File: src/rtl/dl_seq_pkg.sv
// dl_seq_pkg: shared types and constants for the ROM-load sequencer.
//   dl_state_e   : sequencer states IDLE, LOAD, CLEAR, HOLD, RUN
//   REG_R0..R3   : region indices, 0 is the lowest region
//   SEL_R0..R3   : one-hot region select codes driven on O_ROM_SEL
//   region_sel() : maps a region index to its one-hot select code
package dl_seq_pkg;

  typedef enum logic [2:0] {
    ST_IDLE  = 3'd0,
    ST_LOAD  = 3'd1,
    ST_CLEAR = 3'd2,
    ST_HOLD  = 3'd3,
    ST_RUN   = 3'd4
  } dl_state_e;

  localparam logic [1:0] REG_R0 = 2'd0;
  localparam logic [1:0] REG_R1 = 2'd1;
  localparam logic [1:0] REG_R2 = 2'd2;
  localparam logic [1:0] REG_R3 = 2'd3;

  localparam logic [3:0] SEL_R0 = 4'b0001;
  localparam logic [3:0] SEL_R1 = 4'b0010;
  localparam logic [3:0] SEL_R2 = 4'b0100;
  localparam logic [3:0] SEL_R3 = 4'b1000;

  localparam int CNT_W = 20;

  function automatic logic [3:0] region_sel(input logic [1:0] idx);
    logic [3:0] sel;
    case (idx)
      REG_R0:  sel = SEL_R0;
      REG_R1:  sel = SEL_R1;
      REG_R2:  sel = SEL_R2;
      REG_R3:  sel = SEL_R3;
      default: sel = SEL_R0;
    endcase
    return sel;
  endfunction

endpackage

File: src/rtl/dl_region_decode.sv
// dl_region_decode: combinational ioctl byte address -> ROM region select and offset.
//   addr_i [18:0] : ioctl byte address
//   sel_o  [3:0]  : one-hot region (0001 below R1_BASE ... 1000 at/above R3_BASE)
//   off_o  [15:0] : address minus the selected region base, low 16 bits
// The range check against the image end is done by the caller.
module dl_region_decode
  import dl_seq_pkg::*;
#(
  parameter logic [18:0] R1_BASE = 19'h04000,
  parameter logic [18:0] R2_BASE = 19'h05000,
  parameter logic [18:0] R3_BASE = 19'h06000
) (
  input  logic [18:0] addr_i,
  output logic [3:0]  sel_o,
  output logic [15:0] off_o
);

  logic [1:0]  idx_s;
  logic [18:0] base_s;

  // Pick the region whose base is the highest one not above the address.
  always_comb begin
    idx_s  = REG_R0;
    base_s = 19'h00000;
    if (addr_i < R1_BASE) begin
      idx_s  = REG_R0;
      base_s = 19'h00000;
    end else if (addr_i < R2_BASE) begin
      idx_s  = REG_R1;
      base_s = R1_BASE;
    end else if (addr_i < R3_BASE) begin
      idx_s  = REG_R2;
      base_s = R2_BASE;
    end else begin
      idx_s  = REG_R3;
      base_s = R3_BASE;
    end
  end

  assign sel_o = region_sel(idx_s);
  assign off_o = 16'(addr_i - base_s);

endmodule

File: src/rtl/dl_rom_sequencer.sv
// dl_rom_sequencer: steers the HPS ioctl byte stream into ROM regions, zeroes work RAM
// after a load, holds the core in reset for HOLD_CYCLES clocks, then releases it.
// Optional feature macro: DL_CHECKSUM_EN (8-bit image sum compared with CSUM_EXP).
//   I_CLK, I_RESETn         : clock, synchronous active-low reset
//   I_DL, I_DL_WR           : ioctl_download level, ioctl_wr byte strobe
//   I_DL_ADDR, I_DL_DATA    : ioctl byte address / byte
//   O_ROM_SEL/ADDR/DATA/WE  : one-hot region, offset, data, one-cycle write strobe
//   O_CLR_ADDR, O_CLR_WE    : work-RAM clear address and strobe (data is 0)
//   O_CORE_RESETn           : active-low core reset, released only in RUN
//   O_BUSY, O_ERR, O_CSUM   : not-RUN flag, sticky load error, running image sum
module dl_rom_sequencer
  import dl_seq_pkg::*;
#(
  parameter logic [18:0] R1_BASE     = 19'h04000,
  parameter logic [18:0] R2_BASE     = 19'h05000,
  parameter logic [18:0] R3_BASE     = 19'h06000,
  parameter logic [18:0] ROM_END     = 19'h0C000,
  parameter int          CLR_AW      = 10,
  parameter int          HOLD_CYCLES = 16,
  parameter logic [7:0]  CSUM_EXP    = 8'h00
) (
  input  logic              I_CLK,
  input  logic              I_RESETn,
  input  logic              I_DL,
  input  logic              I_DL_WR,
  input  logic [18:0]       I_DL_ADDR,
  input  logic [7:0]        I_DL_DATA,
  output logic [3:0]        O_ROM_SEL,
  output logic [15:0]       O_ROM_ADDR,
  output logic [7:0]        O_ROM_DATA,
  output logic              O_ROM_WE,
  output logic [CLR_AW-1:0] O_CLR_ADDR,
  output logic              O_CLR_WE,
  output logic              O_CORE_RESETn,
  output logic              O_BUSY,
  output logic              O_ERR,
  output logic [7:0]        O_CSUM
);

  localparam int                HOLD_W    = $clog2(HOLD_CYCLES + 1);
  localparam logic [HOLD_W-1:0] HOLD_INIT = HOLD_W'(HOLD_CYCLES);
  localparam logic [HOLD_W-1:0] HOLD_ONE  = HOLD_W'(1);
  localparam logic [CLR_AW-1:0] CLR_MAX   = {CLR_AW{1'b1}};
  localparam logic [CLR_AW-1:0] CLR_ONE   = {{(CLR_AW-1){1'b0}}, 1'b1};
  localparam logic [CNT_W-1:0]  CNT_MAX   = {CNT_W{1'b1}};
  localparam logic [CNT_W-1:0]  ROM_END_W = {1'b0, ROM_END};

  dl_state_e         state_q;
  logic              dl_q;
  logic              we_q;
  logic [3:0]        sel_q;
  logic [15:0]       addr_q;
  logic [7:0]        data_q;
  logic [CLR_AW-1:0] clr_addr_q;
  logic              clr_we_q;
  logic              core_rstn_q;
  logic              busy_q;
  logic              err_q;
  logic [CNT_W-1:0]  cnt_q;
  logic [CNT_W-1:0]  cnt_d;
  logic [HOLD_W-1:0] hold_q;

  logic [3:0]  dec_sel_s;
  logic [15:0] dec_off_s;
  logic        rise_s;
  logic        fall_s;
  logic        in_range_s;
  logic        accept_s;
  logic        enter_load_s;
  logic        csum_bad_s;

  dl_region_decode #(
    .R1_BASE (R1_BASE),
    .R2_BASE (R2_BASE),
    .R3_BASE (R3_BASE)
  ) u_decode (
    .addr_i (I_DL_ADDR),
    .sel_o  (dec_sel_s),
    .off_o  (dec_off_s)
  );

  // Edge detect, byte acceptance and the saturating accepted-byte count.
  always_comb begin
    rise_s     = I_DL & ~dl_q;
    fall_s     = ~I_DL & dl_q;
    in_range_s = (I_DL_ADDR < ROM_END);
    accept_s   = (state_q == ST_LOAD) & I_DL_WR & in_range_s;
    if (accept_s && (cnt_q != CNT_MAX)) begin
      cnt_d = cnt_q + 20'd1;
    end else begin
      cnt_d = cnt_q;
    end
    // Every path into LOAD clears the count, the sum and the error flag.
    case (state_q)
      ST_IDLE:  enter_load_s = I_DL;
      ST_CLEAR: enter_load_s = I_DL;
      ST_HOLD:  enter_load_s = I_DL;
      ST_RUN:   enter_load_s = rise_s;
      default:  enter_load_s = 1'b0;
    endcase
  end

`ifdef DL_CHECKSUM_EN
  logic [7:0] csum_q;
  logic [7:0] csum_d;

  // Running sum including a byte accepted in the same cycle as the I_DL fall.
  always_comb begin
    if (accept_s) begin
      csum_d = csum_q + I_DL_DATA;
    end else begin
      csum_d = csum_q;
    end
    csum_bad_s = (csum_d != CSUM_EXP);
  end

  // Image checksum register.
  always_ff @(posedge I_CLK) begin
    if (!I_RESETn) begin
      csum_q <= 8'h00;
    end else if (enter_load_s) begin
      csum_q <= 8'h00;
    end else begin
      csum_q <= csum_d;
    end
  end

  assign O_CSUM = csum_q;
`else
  assign csum_bad_s = 1'b0;
  assign O_CSUM     = 8'h00;
`endif

  // Sequencer FSM with all of its registered outputs and counters.
  always_ff @(posedge I_CLK) begin
    if (!I_RESETn) begin
      state_q     <= ST_IDLE;
      dl_q        <= 1'b0;
      we_q        <= 1'b0;
      sel_q       <= 4'b0000;
      addr_q      <= 16'h0000;
      data_q      <= 8'h00;
      clr_addr_q  <= {CLR_AW{1'b0}};
      clr_we_q    <= 1'b0;
      core_rstn_q <= 1'b0;
      busy_q      <= 1'b1;
      err_q       <= 1'b0;
      cnt_q       <= 20'd0;
      hold_q      <= {HOLD_W{1'b0}};
    end else begin
      dl_q <= I_DL;
      we_q <= 1'b0;
      if (enter_load_s) begin
        state_q     <= ST_LOAD;
        clr_we_q    <= 1'b0;
        clr_addr_q  <= {CLR_AW{1'b0}};
        hold_q      <= {HOLD_W{1'b0}};
        core_rstn_q <= 1'b0;
        busy_q      <= 1'b1;
        err_q       <= 1'b0;
        cnt_q       <= 20'd0;
      end else begin
        case (state_q)
          ST_IDLE: begin
            core_rstn_q <= 1'b0;
            busy_q      <= 1'b1;
          end
          ST_LOAD: begin
            cnt_q <= cnt_d;
            if (I_DL_WR) begin
              if (in_range_s) begin
                we_q   <= 1'b1;
                sel_q  <= dec_sel_s;
                addr_q <= dec_off_s;
                data_q <= I_DL_DATA;
              end else begin
                err_q <= 1'b1;
              end
            end
            if (fall_s) begin
              state_q    <= ST_CLEAR;
              clr_we_q   <= 1'b1;
              clr_addr_q <= {CLR_AW{1'b0}};
              // Length and sum already include a byte written on the falling cycle.
              if ((cnt_d != ROM_END_W) || csum_bad_s) begin
                err_q <= 1'b1;
              end
            end
          end
          ST_CLEAR: begin
            if (clr_addr_q == CLR_MAX) begin
              state_q    <= ST_HOLD;
              clr_we_q   <= 1'b0;
              clr_addr_q <= {CLR_AW{1'b0}};
              hold_q     <= HOLD_INIT;
            end else begin
              clr_addr_q <= clr_addr_q + CLR_ONE;
            end
          end
          ST_HOLD: begin
            if (hold_q == HOLD_ONE) begin
              state_q     <= ST_RUN;
              core_rstn_q <= 1'b1;
              busy_q      <= 1'b0;
            end else begin
              hold_q <= hold_q - HOLD_ONE;
            end
          end
          ST_RUN: begin
            core_rstn_q <= 1'b1;
            busy_q      <= 1'b0;
          end
          default: begin
            state_q     <= ST_IDLE;
            clr_we_q    <= 1'b0;
            core_rstn_q <= 1'b0;
            busy_q      <= 1'b1;
          end
        endcase
      end
    end
  end

  assign O_ROM_SEL     = sel_q;
  assign O_ROM_ADDR    = addr_q;
  assign O_ROM_DATA    = data_q;
  assign O_ROM_WE      = we_q;
  assign O_CLR_ADDR    = clr_addr_q;
  assign O_CLR_WE      = clr_we_q;
  assign O_CORE_RESETn = core_rstn_q;
  assign O_BUSY        = busy_q;
  assign O_ERR         = err_q;

endmodule

File: config.mk
export PLATFORM = sky130hd
export DESIGN_NAME = dl_rom_sequencer
export DESIGN_NICKNAME = d
export VERILOG_FILES = /design/src/rtl/dl_seq_pkg.sv /design/src/rtl/dl_region_decode.sv /design/src/rtl/dl_rom_sequencer.sv
export SDC_FILE = /design/constraint.sdc
export NUM_CORES = 1
export LEC_CHECK = 0
export ABC_AREA = 1
export CAP_MARGIN = 20
export CORE_AREA = 2 2 87 89
export DETAILED_ROUTE_END_ITERATION = 10
export DIE_AREA = 0 0 89 91
export PLACE_DENSITY = 0.9
export SETUP_SLACK_MARGIN = 0.15
export SLEW_MARGIN = 20
export SYNTH_ARGS = -nofsm -noshare
export SYNTH_HDL_FRONTEND = slang
export SYNTH_HIERARCHICAL = 1
export SYNTH_SLANG_ARGS = --single-unit
export TNS_END_PERCENT = 30
File: constraint.sdc
create_clock -name I_CLK -period 3.6 [get_ports I_CLK]
set_input_delay 0.72 -clock I_CLK [delete_from_list [all_inputs] [get_ports I_CLK]]
set_output_delay 0.72 -clock I_CLK [all_outputs]
set_load 0.02 [all_outputs]
* Yosys cells after proc, flatten, opt, wreduce, memory -nomap -nowiden *
Cells that the tools add are included.

storage, ports and cells
  register bits = 72
  bits of input ports = 31
  output and inout bits = 51
  logic and storage cells = 104

cells by class
  add/subtract/negate cells = 4
  $lt $le $gt $ge = 4
  equality and inequality tests = 19
  muxes and demuxes = 32
  bitwise gates (word level) = 13
  reduce and logical (&&, ||, !) cells = 18

operators by type and width
  kind                                                                        number
  19-bit by 15-bit < comparator with 1-bit output (second input constant)     3
  14-bit 2-to-1 mux                                                           2
  20-bit by 1-bit adder with 20-bit output (second input constant)            1
  10-bit 2-to-1 mux                                                           2
  20-bit 2-to-1 mux                                                           1
  20-bit by 16-bit inequality test with 1-bit output (second input constant)  1
  20-bit inequality test (second input constant)                              1
  10-bit case mux with 2 select lines                                         1
  19-bit by 16-bit < comparator with 1-bit output (second input constant)     1
  16-bit 2-to-1 mux                                                           1
  4-bit case mux with 4 select lines                                          1
  16-bit subtractor                                                           1
  3-bit case mux with 4 select lines                                          1
  4-bit AND reduction                                                         3
  1-bit 2-to-1 mux                                                            11
  10-bit by 1-bit adder with 10-bit output (second input constant)            1
  10-bit equality test (second input constant)                                1
  5-bit 2-to-1 mux                                                            2
  5-bit case mux with 2 select lines                                          1
  3-bit 2-to-1 mux                                                            3
  3-bit inequality test (second input constant)                               3
  1-bit NOT                                                                   9
  1-bit case mux with 3 select lines                                          3
  2-bit inequality test (second input constant)                               4
  other kinds (20)                                                            32

* Logic depth before layout (Yosys ltp) *
  depth in word-level cells = 8
  depth in mapped cells = 16

* Cells and area by module *
Netlist, hierarchy kept.

modules (own cells, without submodules)
  module            times used  cells each  area each (µm²)
  dl_rom_sequencer  1           534         3612.2
  dl_region_decode  1           40          265.3

* Worst setup path after synthesis *
OpenSTA, ideal clock, no wires.

  kind = input port to flip-flop
  start = in I_DL_ADDR[17]
  end = reg addr_q[14] (netlist: O_ROM_ADDR[14])
  arrival = 1.888 ns
  data required time = 3.484 ns
  slack = 1.596 ns
  stages on the path = 9
  path buffers = 0
  cell sequence = nor2_4 nand4_2 nor2_1 ha_1 inv_1 fa_1 xor2_1 o21ai_0 nor2_1

between the ends
  longest elaborated chain between the ends = 5
  elaborated cells between the ends (all ways) = 9
  classes of those cells = add/sub: 1; order compare: 4; mux: 3; reduce/logical: 1

ends and longest elaborated chain
  item                                             RTL line                 text
  start, declared                                  dl_rom_sequencer.sv:26   input logic [18:0] I_DL_ADDR,
  19-bit by 15-bit < comparator with 1-bit output  dl_region_decode.sv:31   end else if (addr_i < R3_BASE) begin
  14-bit 2-to-1 mux                                dl_region_decode.sv:31
  14-bit 2-to-1 mux                                dl_region_decode.sv:28   end else if (addr_i < R2_BASE) begin
  16-bit 2-to-1 mux *                              dl_region_decode.sv:25   if (addr_i < R1_BASE) begin
  16-bit subtractor *                              dl_region_decode.sv:41   assign off_o = 16'(addr_i - base_s);
  net dec_off_s[14]                                dl_rom_sequencer.sv:64   logic [15:0] dec_off_s;
  end signal, assigned                             dl_rom_sequencer.sv:174  addr_q <= dec_off_s;
  end, declared                                    dl_rom_sequencer.sv:52   logic [15:0] addr_q;

Mark *: on every way through the listed nets, which the timed path passes. The rest lies on a longest branch.
A chain may end at the register's enable or synchronous reset.

* Worst setup path after layout *
  start = in I_DL_ADDR[14]
  end = reg err_q (netlist: O_ERR)

between the ends
  longest elaborated chain between the ends = 7
  elaborated cells between the ends (all ways) = 9
  classes of those cells = order compare: 1; eq/ne: 1; mux: 5; bitwise: 1; reduce/logical: 1

ends and longest elaborated chain
  item                                                RTL line                 text
  19-bit by 16-bit < comparator with 1-bit output *   dl_rom_sequencer.sv:86   in_range_s = (I_DL_ADDR < ROM_END);
  1-bit bitwise AND                                   dl_rom_sequencer.sv:87   accept_s = (state_q == ST_LOAD) & I_DL_WR & in_range_s;
  1-bit logical AND                                   dl_rom_sequencer.sv:88   if (accept_s && (cnt_q != CNT_MAX)) begin
  20-bit 2-to-1 mux                                   dl_rom_sequencer.sv:88
  20-bit by 16-bit inequality test with 1-bit output  dl_rom_sequencer.sv:185  if ((cnt_d != ROM_END_W) || csum_bad_s) begin
  1-bit 2-to-1 mux                                    dl_rom_sequencer.sv:185
  1-bit 2-to-1 mux *                                  dl_rom_sequencer.sv:180  if (fall_s) begin
  end signal, assigned                                dl_rom_sequencer.sv:147  err_q <= 1'b0;
  end signal, assigned                                dl_rom_sequencer.sv:177  err_q <= 1'b1;
  end signal, assigned                                dl_rom_sequencer.sv:186  err_q <= 1'b1;
  end, declared                                       dl_rom_sequencer.sv:58   logic err_q;

Every way passes the cells marked *; elsewhere a longest branch is shown, timed or not.

==> results.cfg <==
[synthesis]
synth_area_leaders = dfxtp_1 (37%), nor2_1 (12%), nand2_1 (10%), inv_1 (5.9%), o21ai_0 (4.9%)
ys.flop_type = dfxtp_1
synth-edff-count = 0
ys_warn_count = 6
yosys_register_bits = 72
ys_seq_area_share_pct = 37.2
ys_types = 42
yosys.area.top_type = dfxtp_1
synth_area_um2 = 3880
async_reset_ff_share_pct = 0
synth.top_cell.area_share_pct = 37.2
syn_inst = 574
avgSynthCellArea_um2 = 6.76

[final_layout]
mostFrequentLayoutCell = nor2_1
nets = 673
seq_area_um2 = 1440
most-common-layout-cells = nor2_1 (127), nand2_1 (107), clkdlybuf4s50_1 (73), dfxtp_1 (72), inv_1 (61)
final_util_pct = 66.6
final-instance-count-excl-fill = 738
multi_input_area_um2 = 1980
diodes = 0
fin_area_um2 = 4750
drive_gt1_share_pct = 7.82
fillers = 593
area_delta_synth_final_pct = 22.6

[drt]
drc = 0
dr.first_iter.drc_count = 226
vias_per_cell = 5.16
ant_nets = 0
drt_first_pass_iters = 5
via_count = 3810
post_drt_wl_per_cell_um = 12.5
postRouteWirelength_um = 9220

[setup_path]
rr_endpoint = O_ERR
cpMostUsedCell = nand2_1
cp_max_fo = 13
cp-end-kind = register
r2r_slack_ns = 1.37
critPathArrivalTime_ns = 2.76
crit_slowest_cell = clkdlybuf4s50_1
path_class = in2reg
worstPathRequired_ns = 3.83
slowest_delay_ns = 0.50
r2r_start = cnt_q[0]
r2r_cells = 14
start_kind = input pin
crit_chain = clkdlybuf4s50_1 > nand2_1 > nand3_1 > inv_1 > nand2_2 > nor2_2 > o21ai_0 > nor2_1 > nand2_1 > nor2_1 > nand3_1 > nand2_1 > a21oi_1

[placement]
dp_hpwl_um = 6790
place_congestion = 0.902
dpl-instance-area_um2 = 4560
dp_cells = 722
portBuffers = 73

[timing]
fin_crit_sh_pct = 70.2
finalClockSkew_ns = 0.0115
finalSetupViolCount = 0
relSlewSlack_pct = 46.3
drv_slew = 0
rsz0062_at_grt = false
tightest_slew_ns = 0.800
fin_crit_ns = 2.53
whs_ns = 0.476
max_freq_mhz = 396
setup_tns_ns = 0
timing_hold_violations_final = 0

[clock_network]
cts.clk_slew.worst_paths_ns = 0.08
ctsRootBufferMaster = clkbuf_8
cts_tree = done
numCtsBuffers = 9
ctsHoldBuffers = 0
cts_htree_levels = 3
cts_setup_buffers = 0
cts_sinks = 72
cts_resized = 0
clock_path_buffers = 2
clk-insertion-delay-late_ns = 0.35

[global_route]
grt_max_degree = 30
gr-total-overflow = 0
grt_pass1_wl_um = 15400
grt_use_met2_pct = 39.8
grt-busiest-layer = met2
met1_usage_pct = 27.4
grt_pass1_vias = 3539
grt_use_total_pct = 23.7
grt.met3_usage_pct = 10.0
antenna_found_initial = 0

[power]
power_leakage_uw = 0.00189
irDropWorstVdd_v = 0.000296
power_density_nw_per_um2 = 343

[run]
cap_violations = 0

[die]
ios = 82
die_width_um = 89
die_area_um2 = 8100
die_y_um = 91
fp.coreArea_um2 = 7140
start_util_pct = 54.3
core.rowCount = 31

[hold_path]
hold_path_end = O_CORE_RESETn
hold_depth = 2
min_from = O_CORE_RESETn
min_path_type = reg2reg

[outcome]
status = finished clean
==> cell type report <==
cell class | count | share of cell area [%]
multi-input combinational | 408 | 41.7
sequential | 72 | 30.3
timing repair buffer | 77 | 16.0
inverter | 66 | 5.24
clock buffer | 10 | 2.69
tap | 99 | 2.61
clock inverter | 6 | 1.45
==> power breakdown <==
group          switching, µW  internal [µW]
sequential              7.70            806
clock                    330            324
combinational           92.8           67.8
==> worst max path at each step <==
stage / from / to / slack [ns] / cells after the start
2_1_floorplan: I_DL_ADDR[17] / O_ROM_ADDR[14] / 1.60 / 9
3_3_place_gp: I_DL_ADDR[14] / O_ERR / 0.79 / 13
3_5_place_dp: I_DL_ADDR[18] / O_ERR / 0.72 / 13
4_1_cts: I_DL_ADDR[18] / O_ERR / 1.08 / 13
5_1_grt: I_DL_ADDR[18] / O_ERR / 0.84 / 13
6_report: I_DL_ADDR[14] / O_ERR / 1.07 / 13
==> cell families after synthesis <==
kind of cell	after synthesis	share of synthesized area [%]
and+or+nand+nor	305	34.2
buffers and inverters	101	12.4
AOI/OAI and AO/OA	77	10.6
DFF	72	37.2
xor gates and xnor gates	10	2.65
adders and majority gates	8	2.78
other	1	0.0967
==> worst max-delay path: cells and delay by family <==
kind | cells | cell delay, ns
and+or+nand+nor | 9 | 1.22
buffers and inverters | 2 | 0.59
AOI/OAI and AO/OA | 2 | 0.24
==> sequential cells by signal, summed over array words and instances, names as in the netlist <==
| register | flops |
|---|---|
| cnt_q | 20 |
| O_ROM_DATA | 8 |
| O_CLR_WE | 1 |
| O_CORE_RESETn | 1 |
| O_BUSY | 1 |
| O_ROM_WE | 1 |
| O_ERR | 1 |
| state_q | 3 |
| hold_q | 5 |
| O_ROM_SEL | 4 |
| O_CLR_ADDR | 10 |
| O_ROM_ADDR | 16 |
| dl_q | 1 |
==> Yosys cell counts, drive strengths merged, types with 3 or more instances <==
| master | n |
|---|---|
| inv | 64 |
| nor3 | 7 |
| xnor2 | 3 |
| xor2 | 7 |
| nand3 | 35 |
| dfxtp | 72 |
| a21oi | 25 |
| o21ai | 41 |
| buf | 27 |
| clkbuf | 8 |
| ha | 7 |
| nor2 | 136 |
| nand2 | 114 |
| nand4 | 7 |
==> layer usage <==
layer | up-vias | share of wire (%)
met2 | 140 | 48
met3 | 19 | 8.9
met4 | 0 | 1.8
met5 | - | 0
li1 | 1914 | -
met1 | 1737 | 41
==> through the flow <==
| stage | total power, µW | setup WS [ns] |
|---|---|---|
| after floorplan | 938 | 1.60 |
| after global placement | 986 | 0.790 |
| after detailed placement | 991 | 0.722 |
| after CTS | 1640 | 1.08 |
| after global routing | 1690 | 0.839 |
| final | 1630 | 1.07 |
Power figures use the tool's default switching activity.
